==> src/rtl/clk_rate_pkg.sv <==
// Shared types and default rate table for the clock-rate detector.
// Default half-periods are the selectable divider's divide values plus one.
package clk_rate_pkg;

  typedef logic [1:0] rate_t;

  localparam int DEF_HALF0 = 5000;
  localparam int DEF_HALF1 = 50000;
  localparam int DEF_HALF2 = 500000;
  localparam int DEF_HALF3 = 5000000;
  localparam int DEF_TOL   = 2;

  typedef enum logic [1:0] {
    ST_IDLE = 2'b00,
    ST_MEAS = 2'b01,
    ST_LOCK = 2'b10
  } state_t;

endpackage

==> src/rtl/clk_rate_detector_sync_edge_det.sv <==
// Two-flop synchronizer for an asynchronous slow clock.
// Adds a one-cycle pulse on either transition of the synchronized level.
module sync_edge_det (
  input  logic clk_i,
  input  logic rst_n_i,
  input  logic async_i,
  output logic edge_o
);

  logic sync1_q;
  logic sync2_q;
  logic prev_q;

  // synchronizer chain and previous-level register
  always_ff @(posedge clk_i or negedge rst_n_i) begin
    if (!rst_n_i) begin
      sync1_q <= 1'b0;
      sync2_q <= 1'b0;
      prev_q  <= 1'b0;
    end else begin
      sync1_q <= async_i;
      sync2_q <= sync1_q;
      prev_q  <= sync2_q;
    end
  end

  assign edge_o = sync2_q ^ prev_q;

endmodule

==> src/rtl/clk_rate_detector.sv <==
// Measures the half-period of an asynchronous slow clock, decodes it back to
// the divider select code, reports lock once stable and flags a stalled input.
module clk_rate_detector
  import clk_rate_pkg::*;
#(
  parameter int CNT_W      = 24,
  parameter int HALF0      = DEF_HALF0,
  parameter int HALF1      = DEF_HALF1,
  parameter int HALF2      = DEF_HALF2,
  parameter int HALF3      = DEF_HALF3,
  parameter int TOL        = DEF_TOL,
  parameter int LOCK_COUNT = 4
) (
  input  logic             clk,
  input  logic             rst_n,
  input  logic             clk_in,
  input  logic             clr,
  output logic [1:0]       rate_sel,
  output logic             locked,
  output logic             stalled,
  output logic [CNT_W-1:0] measured_half
);

  localparam int MW = $clog2(LOCK_COUNT + 1);
  localparam logic [CNT_W-1:0] CNT_MAX   = {CNT_W{1'b1}};
  localparam logic [CNT_W-1:0] CNT_ONE   = CNT_W'(1);
  // cnt reaching HALF3+TOL+1 is the stall point; detect one cycle ahead
  localparam logic [CNT_W-1:0] STALL_AT  = CNT_W'(HALF3 + TOL);
  localparam logic [MW-1:0]    LOCK_LAST = MW'(LOCK_COUNT - 1);
  localparam logic [MW-1:0]    MATCH_ONE = MW'(1);

  function automatic logic in_win(input logic [CNT_W-1:0] m, input int h);
    int mv;
    mv = int'(m);
    return (mv >= h - TOL) && (mv <= h + TOL);
  endfunction

  // returns {hit, code}
  function automatic logic [2:0] classify(input logic [CNT_W-1:0] m);
    logic [2:0] r;
    r = 3'b000;
    if (in_win(m, HALF0))      r = 3'b100;
    else if (in_win(m, HALF1)) r = 3'b101;
    else if (in_win(m, HALF2)) r = 3'b110;
    else if (in_win(m, HALF3)) r = 3'b111;
    else                       r = 3'b000;
    return r;
  endfunction

  logic             edge_s;
  state_t           state_q, state_d;
  logic [CNT_W-1:0] cnt_q, cnt_d;
  logic [CNT_W-1:0] meas_q, meas_d;
  rate_t            rate_q, rate_d;
  rate_t            cand_q, cand_d;
  logic [MW-1:0]    match_q, match_d;
  logic             locked_q, locked_d;
  logic             stalled_q, stalled_d;
  logic [CNT_W-1:0] cnt_inc_s;
  logic [CNT_W-1:0] meas_new_s;
  logic [2:0]       cls_s;
  logic             hit_s;
  rate_t            code_s;

  sync_edge_det u_sync (
    .clk_i   (clk),
    .rst_n_i (rst_n),
    .async_i (clk_in),
    .edge_o  (edge_s)
  );

  assign cnt_inc_s  = (cnt_q == CNT_MAX) ? cnt_q : cnt_q + CNT_ONE;
  assign meas_new_s = cnt_inc_s;
  assign cls_s      = classify(meas_new_s);
  assign hit_s      = cls_s[2];
  assign code_s     = cls_s[1:0];

  // next-state: clear, edge-driven classification, stall detection
  always_comb begin
    state_d   = state_q;
    cnt_d     = cnt_inc_s;
    meas_d    = meas_q;
    rate_d    = rate_q;
    cand_d    = cand_q;
    match_d   = match_q;
    locked_d  = locked_q;
    stalled_d = stalled_q;
    if (clr) begin
      state_d   = ST_IDLE;
      cnt_d     = '0;
      meas_d    = '0;
      rate_d    = 2'b00;
      cand_d    = 2'b00;
      match_d   = '0;
      locked_d  = 1'b0;
      stalled_d = 1'b0;
    end else if (edge_s) begin
      cnt_d     = '0;
      stalled_d = 1'b0;
      case (state_q)
        ST_IDLE: state_d = ST_MEAS;
        ST_MEAS: begin
          meas_d = meas_new_s;
          if (!hit_s) begin
            match_d = '0;
          end else if (code_s == cand_q) begin
            if (match_q == LOCK_LAST) begin
              state_d  = ST_LOCK;
              rate_d   = code_s;
              locked_d = 1'b1;
              match_d  = '0;
            end else begin
              match_d = match_q + MATCH_ONE;
            end
          end else begin
            cand_d = code_s;
            if (LOCK_COUNT == 1) begin
              state_d  = ST_LOCK;
              rate_d   = code_s;
              locked_d = 1'b1;
              match_d  = '0;
            end else begin
              match_d = MATCH_ONE;
            end
          end
        end
        ST_LOCK: begin
          meas_d = meas_new_s;
          if (hit_s && (code_s == rate_q)) begin
            state_d = ST_LOCK;
          end else begin
            locked_d = 1'b0;
            state_d  = ST_MEAS;
            if (!hit_s) begin
              match_d = '0;
            end else begin
              cand_d = code_s;
              if (LOCK_COUNT == 1) begin
                state_d  = ST_LOCK;
                rate_d   = code_s;
                locked_d = 1'b1;
                match_d  = '0;
              end else begin
                match_d = MATCH_ONE;
              end
            end
          end
        end
        default: state_d = ST_IDLE;
      endcase
    end else if (cnt_q == STALL_AT) begin
      stalled_d = 1'b1;
      locked_d  = 1'b0;
      state_d   = ST_IDLE;
      match_d   = '0;
    end else begin
      cnt_d = cnt_inc_s;
    end
  end

  // state and output registers
  always_ff @(posedge clk or negedge rst_n) begin
    if (!rst_n) begin
      state_q   <= ST_IDLE;
      cnt_q     <= '0;
      meas_q    <= '0;
      rate_q    <= 2'b00;
      cand_q    <= 2'b00;
      match_q   <= '0;
      locked_q  <= 1'b0;
      stalled_q <= 1'b0;
    end else begin
      state_q   <= state_d;
      cnt_q     <= cnt_d;
      meas_q    <= meas_d;
      rate_q    <= rate_d;
      cand_q    <= cand_d;
      match_q   <= match_d;
      locked_q  <= locked_d;
      stalled_q <= stalled_d;
    end
  end

  assign rate_sel      = rate_q;
  assign locked        = locked_q;
  assign stalled       = stalled_q;
  assign measured_half = meas_q;

endmodule

==> config.mk <==
export PLATFORM = sky130hd
export DESIGN_NAME = clk_rate_detector
export DESIGN_NICKNAME = d
export VERILOG_FILES = /design/src/rtl/clk_rate_pkg.sv /design/src/rtl/clk_rate_detector_sync_edge_det.sv /design/src/rtl/clk_rate_detector.sv
export SDC_FILE = /design/constraint.sdc
export NUM_CORES = 1
export LEC_CHECK = 0
export ABC_AREA = 1
export CAP_MARGIN = 20
export CORE_AREA = 2 2 112 81
export CTS_CLUSTER_DIAMETER = 200
export DETAILED_ROUTE_END_ITERATION = 7
export DIE_AREA = 0 0 114 83
export PLACE_DENSITY_LB_ADDON = 0.1
export SETUP_SLACK_MARGIN = 0.05
export SYNTH_ARGS = -nofsm -noshare
export SYNTH_HDL_FRONTEND = slang
export SYNTH_SLANG_ARGS = --single-unit
==> constraint.sdc <==
create_clock -name clk -period 2.54 [get_ports clk]
set_input_delay 0.381 -clock clk [delete_from_list [all_inputs] [get_ports clk]]
set_output_delay 0.381 -clock clk [all_outputs]
set_load 0.1 [all_outputs]
==> key figures <==
Outcome
  • Status: finished, violations left
  • Violated checks: negative setup slack

Finish
  • Antenna Cells: 0
  • Net count, final: 896
  • Area growth, synth to finish: 66.91%
  • Final standard cell utilization of the core: 0.8834
  • Post-Layout Inst Area: 7366 um^2
  • Fraction of layout cells with a size suffix above 1: 0.4764
  • Filler cell count in the final layout: 404

STA
  • Skew final: 7.689 ps
  • Total count of hold-check failures in the final report: 0
  • Min cycle time layout: 3343 ps
  • Max Clock Freq: 299.1 MHz
  • Max transition margin: 0.5951
  • Finish-stage setup viols: 10
  • Setup repair after global routing missed its margin: true
  • Slew at the pin closest to its max-slew limit: 606.7 ps
  • Max-slew violations: 0
  • Minimum setup slack in the final design: -803.0 ps
  • Final critical-path share of the clock period: 1.316

Placement
  • Placed Area: 5736 um^2
  • HPWL after detailed placement: 11.53 mm
  • Gp weighted congestion: 1.018
  • Port Buffers: 31

Clock tree
  • Buffers from clock root to sink, at most: 2
  • Clock root buffer: sky130_fd_sc_hd__clkbuf_16
  • Clock latency on the worst-skew pair: 340 ps
  • CTS tree: done
  • Clock H-tree levels: 3
  • Inserted Clock Buffers: 9
  • Clock transition at path regs: 60 ps
  • Number of sinks handled by clock tree synthesis: 62

Logic synthesis
  • Synth top area share: 0.3516
  • Post-synthesis share of cell area spent on full adders, half adders and majority gates: 0.01985
  • Synth area leaders: sky130_fd_sc_hd__dfrtp_1 35%, sky130_fd_sc_hd__nand2_1 16%, sky130_fd_sc_hd__nand3_1 9.3%
  • Fraction of the mapped netlist area in compound gates: 0.06209
  • Post-Synth Simple-Gate Area: 0.4553
  • Number of nets in the synthesized netlist: 685
  • Synth Cell Area: 4413 um^2
  • Sequential element share of the synthesized area: 0.3516
  • Flops & latches, synth: 62
  • Multiplexer fraction of the synthesized cell area: 0
  • Combinational family with the most area after synthesis: simple AND/OR/NAND/NOR gates
  • Warnings from Yosys: 0
  • Xor-xnor portion of the synthesized cell area: 0.01389
  • Top cell type by total area after synthesis: sky130_fd_sc_hd__dfrtp_1
  • Mean cell area of the mapped netlist: 6.547 um^2
  • Post-synthesis instance total: 674
  • Number of distinct library cell variants in the gate-level netlist after synthesis: 32

Worst setup path
  • Endpoint of the lowest-slack register-to-register path: match_q[0]
  • Worst reg-to-reg setup slack: -800 ps
  • Required time of the critical path: 2820 ps
  • Critical path origin: cnt_q[11]
  • Startpoint kind of the worst setup timing path: register
  • Worst Path Max Fanout: 5
  • Worst setup path endpoint: match_q[0]
  • Worst flop-to-flop path startpoint: cnt_q[11]
  • Type of destination of the critical path: register
  • Depth of the worst register-to-register path: 25
  • Worst EP arrival: 3620 ps
  • Critical path class: register to register

Detailed routing
  • Detail Route Antenna Nets: 0
  • DR WL/cell: 19.80 um
  • Number of search-and-repair iterations in the first detailed-routing pass: 6
  • DRC violations left: 0
  • Total via count in the routed design: 6037
  • Number of vias per cell: 6.067
  • Final wirelength: 19.70 mm
  • Iteration-0 DRC Markers: 1104

Global routing
  • Via count of the first global-routing pass: 5162
  • Global router's overall resource usage: 0.3496
  • Pin count of the biggest net entering global routing: 31
  • GR Overflow Total: 0
  • First-pass GRT wire length: 26.02 mm
  • Number of antenna violations at the first check in global routing: 0

Die
  • Core area: 8338 um^2
  • Row Count: 28
  • Starting Density: 0.5293
  • Vert. Die Dim: 83 um
  • Die Span X: 114 um
  • # IOs: 32
  • DIE AREA: 9462 um^2

Pwr
  • Peak supply drop: 0.5162 mV
  • Static power due to leakage: 3.807 nW
  • Power Density: 378.6 nW/um^2

Run
  • MaxCap Viol Count: 0

Worst hold path
  • Worst hold path class: register to register
-- how the worst min path moves through the flow --
stage / start / to / slack (ps) / cells past startpoint
floorplan: rst_n / cand_q[0] / 90 / 0
global placement: rst_n / cnt_q[16] / 300 / 1
detailed placement: rst_n / cnt_q[19] / 310 / 1
CTS: u_sync.sync1_q / u_sync.sync2_q / 360 / 0
global route: u_sync.sync1_q / u_sync.sync2_q / 370 / 0
finish: u_sync.sync1_q / u_sync.sync2_q / 360 / 0
-- layer usage --
| layer | GRT usage | vias up | wire (um) | part of all wire |
|---|---|---|---|---|
| met5 | 0 | - | 0 | 0 |
| met4 | 0.08315 | 0 | 1145 | 0.058 |
| met3 | 0.09124 | 153 | 2409 | 0.12 |
| met2 | 0.5357 | 466 | 8536 | 0.43 |
| met1 | 0.4944 | 2835 | 7608 | 0.39 |
| li1 | - | 2583 | - | - |
-- synthesized netlist by cell type (all sizes together) --
| cell type | count |
|---|---|
| or2 | 1 |
| o2111ai | 1 |
| a21oi | 11 |
| nor4 | 4 |
| xor2 | 6 |
| clkbuf | 8 |
| xnor2 | 1 |
| nor2 | 105 |
| nand3b | 5 |
| nand2 | 211 |
| ha | 7 |
| nor3 | 9 |
| dfrtp | 62 |
| buf | 5 |
| nand4 | 21 |
| o21ai | 32 |
| clkinv | 1 |
| o211ai | 1 |
| a21boi | 2 |
| a31oi | 2 |
| inv | 92 |
| nand3 | 87 |
-- flip-flops by register name, summed over array words and instances, names as in the netlist --
register        flops
locked              1
u_sync.prev_q       1
state_q             2
stalled             1
cnt_q              24
measured_half      24
rate_sel            2
match_q             3
cand_q              2
u_sync.sync1_q      1
u_sync.sync2_q      1
-- power by group --
part / leakage, nW / internal [W] / switching [W]
Clock: 0.166 / 0.000987 / 0.000488
Combinational: 2.79 / 0.0000852 / 0.000217
Sequential: 0.854 / 0.00100 / 0.0000101
-- metrics by stage --
| stage | power, W | worst slack [ps] | TNS [ps] | std cells | hold slack [ps] |
|---|---|---|---|---|---|
| after floorplan | 0.001176 | -131.8 | -902.2 | 674 | 85.41 |
| after global placement | 0.001262 | -455.5 | -4008 | 926 | 303.6 |
| after detailed placement | 0.001266 | -541.1 | -4779 | 926 | 310.3 |
| after CTS | 0.002715 | -420.6 | -3722 | 969 | 360.2 |
| after global routing | 0.002834 | -973.5 | -8839 | 995 | 374.7 |
| final | 0.002789 | -803.0 | -7447 | 995 | 358.4 |
-- worst max-delay path: stages, from the launching register on --
cell and delay [ps]:
sky130_fd_sc_hd__dfrtp_1 370, sky130_fd_sc_hd__buf_4 150, sky130_fd_sc_hd__nand2_1 130, sky130_fd_sc_hd__nor2_2 180, sky130_fd_sc_hd__nand2_1 90, sky130_fd_sc_hd__nor2_2 140, sky130_fd_sc_hd__nand2_1 60, sky130_fd_sc_hd__nand2_1 120
sky130_fd_sc_hd__nand3_4 110, sky130_fd_sc_hd__buf_4 170, sky130_fd_sc_hd__nor2_1 170, sky130_fd_sc_hd__buf_4 150, sky130_fd_sc_hd__nand2_1 50, sky130_fd_sc_hd__nor2_1 150, sky130_fd_sc_hd__nand3_1 110, sky130_fd_sc_hd__nand2_1 130
sky130_fd_sc_hd__nand2_2 110, sky130_fd_sc_hd__nand3_1 120, sky130_fd_sc_hd__nand2_1 120, sky130_fd_sc_hd__inv_2 110, sky130_fd_sc_hd__nand3_2 110, sky130_fd_sc_hd__nand2_2 100, sky130_fd_sc_hd__nand2_4 80, sky130_fd_sc_hd__nand2_4 120
sky130_fd_sc_hd__nand2_2 60, sky130_fd_sc_hd__nand2_1 70
-- area by class of cell --
| type | instances | area [um^2] | share of cell area |
|---|---|---|---|
| Tap cell | 105 | 131.4 | 0.01784 |
| Multi-Input combinational cell | 506 | 3202 | 0.4347 |
| Inverter | 93 | 360.3 | 0.04892 |
| Sequential cell | 62 | 1553 | 0.2108 |
| Clock buffer | 11 | 242.7 | 0.03295 |
| Clock inverter | 5 | 106.4 | 0.01444 |
| Timing Repair Buffer | 213 | 1770 | 0.2404 |
-- logic make-up (layout without fill, tap and decap cells) --
group	after synthesis	after routing
buffers and inverters	106	322
adders and majority gates	7	7
and+or+nand+nor	443	443
AOI/OAI and AO/OA	49	49
xor gates and xnor gates	7	7
DFF	62	62
-- cell usage in the layout (no fill, tap or decap), types with 4 or more instances in the layout --
cell	instances
sky130_fd_sc_hd__buf_12	4
sky130_fd_sc_hd__inv_1	68
sky130_fd_sc_hd__nand2_2	52
sky130_fd_sc_hd__nor3_1	4
sky130_fd_sc_hd__dfrtp_1	61
sky130_fd_sc_hd__nand3b_1	5
sky130_fd_sc_hd__o21ai_0	27
sky130_fd_sc_hd__inv_2	20
sky130_fd_sc_hd__clkbuf_16	10
sky130_fd_sc_hd__nor2_2	24
sky130_fd_sc_hd__nand4_1	21
sky130_fd_sc_hd__ha_1	6
sky130_fd_sc_hd__buf_6	19
sky130_fd_sc_hd__nor2_1	58
sky130_fd_sc_hd__a21oi_1	8
sky130_fd_sc_hd__xor2_1	4
sky130_fd_sc_hd__nand3_4	12
sky130_fd_sc_hd__nand2_4	26
sky130_fd_sc_hd__buf_4	183
sky130_fd_sc_hd__nor2_4	23
sky130_fd_sc_hd__nand3_2	16
sky130_fd_sc_hd__nand3_1	59
sky130_fd_sc_hd__nand2_1	132
sky130_fd_sc_hd__nor3_2	5
-- what timing repair did --
item | 4_1_cts | 5_1_grt
setup buffers | 24 | 27
endpoints found under the hold margin | 11 | 0
setup endpoints to repair | 10 | 10
resized for setup | 81 | 150
pin swaps | 19 | 82
cloned | 2 | 1
hold buffers | 1 | 0
No activity file was read; power rests on OpenSTA's default activity.
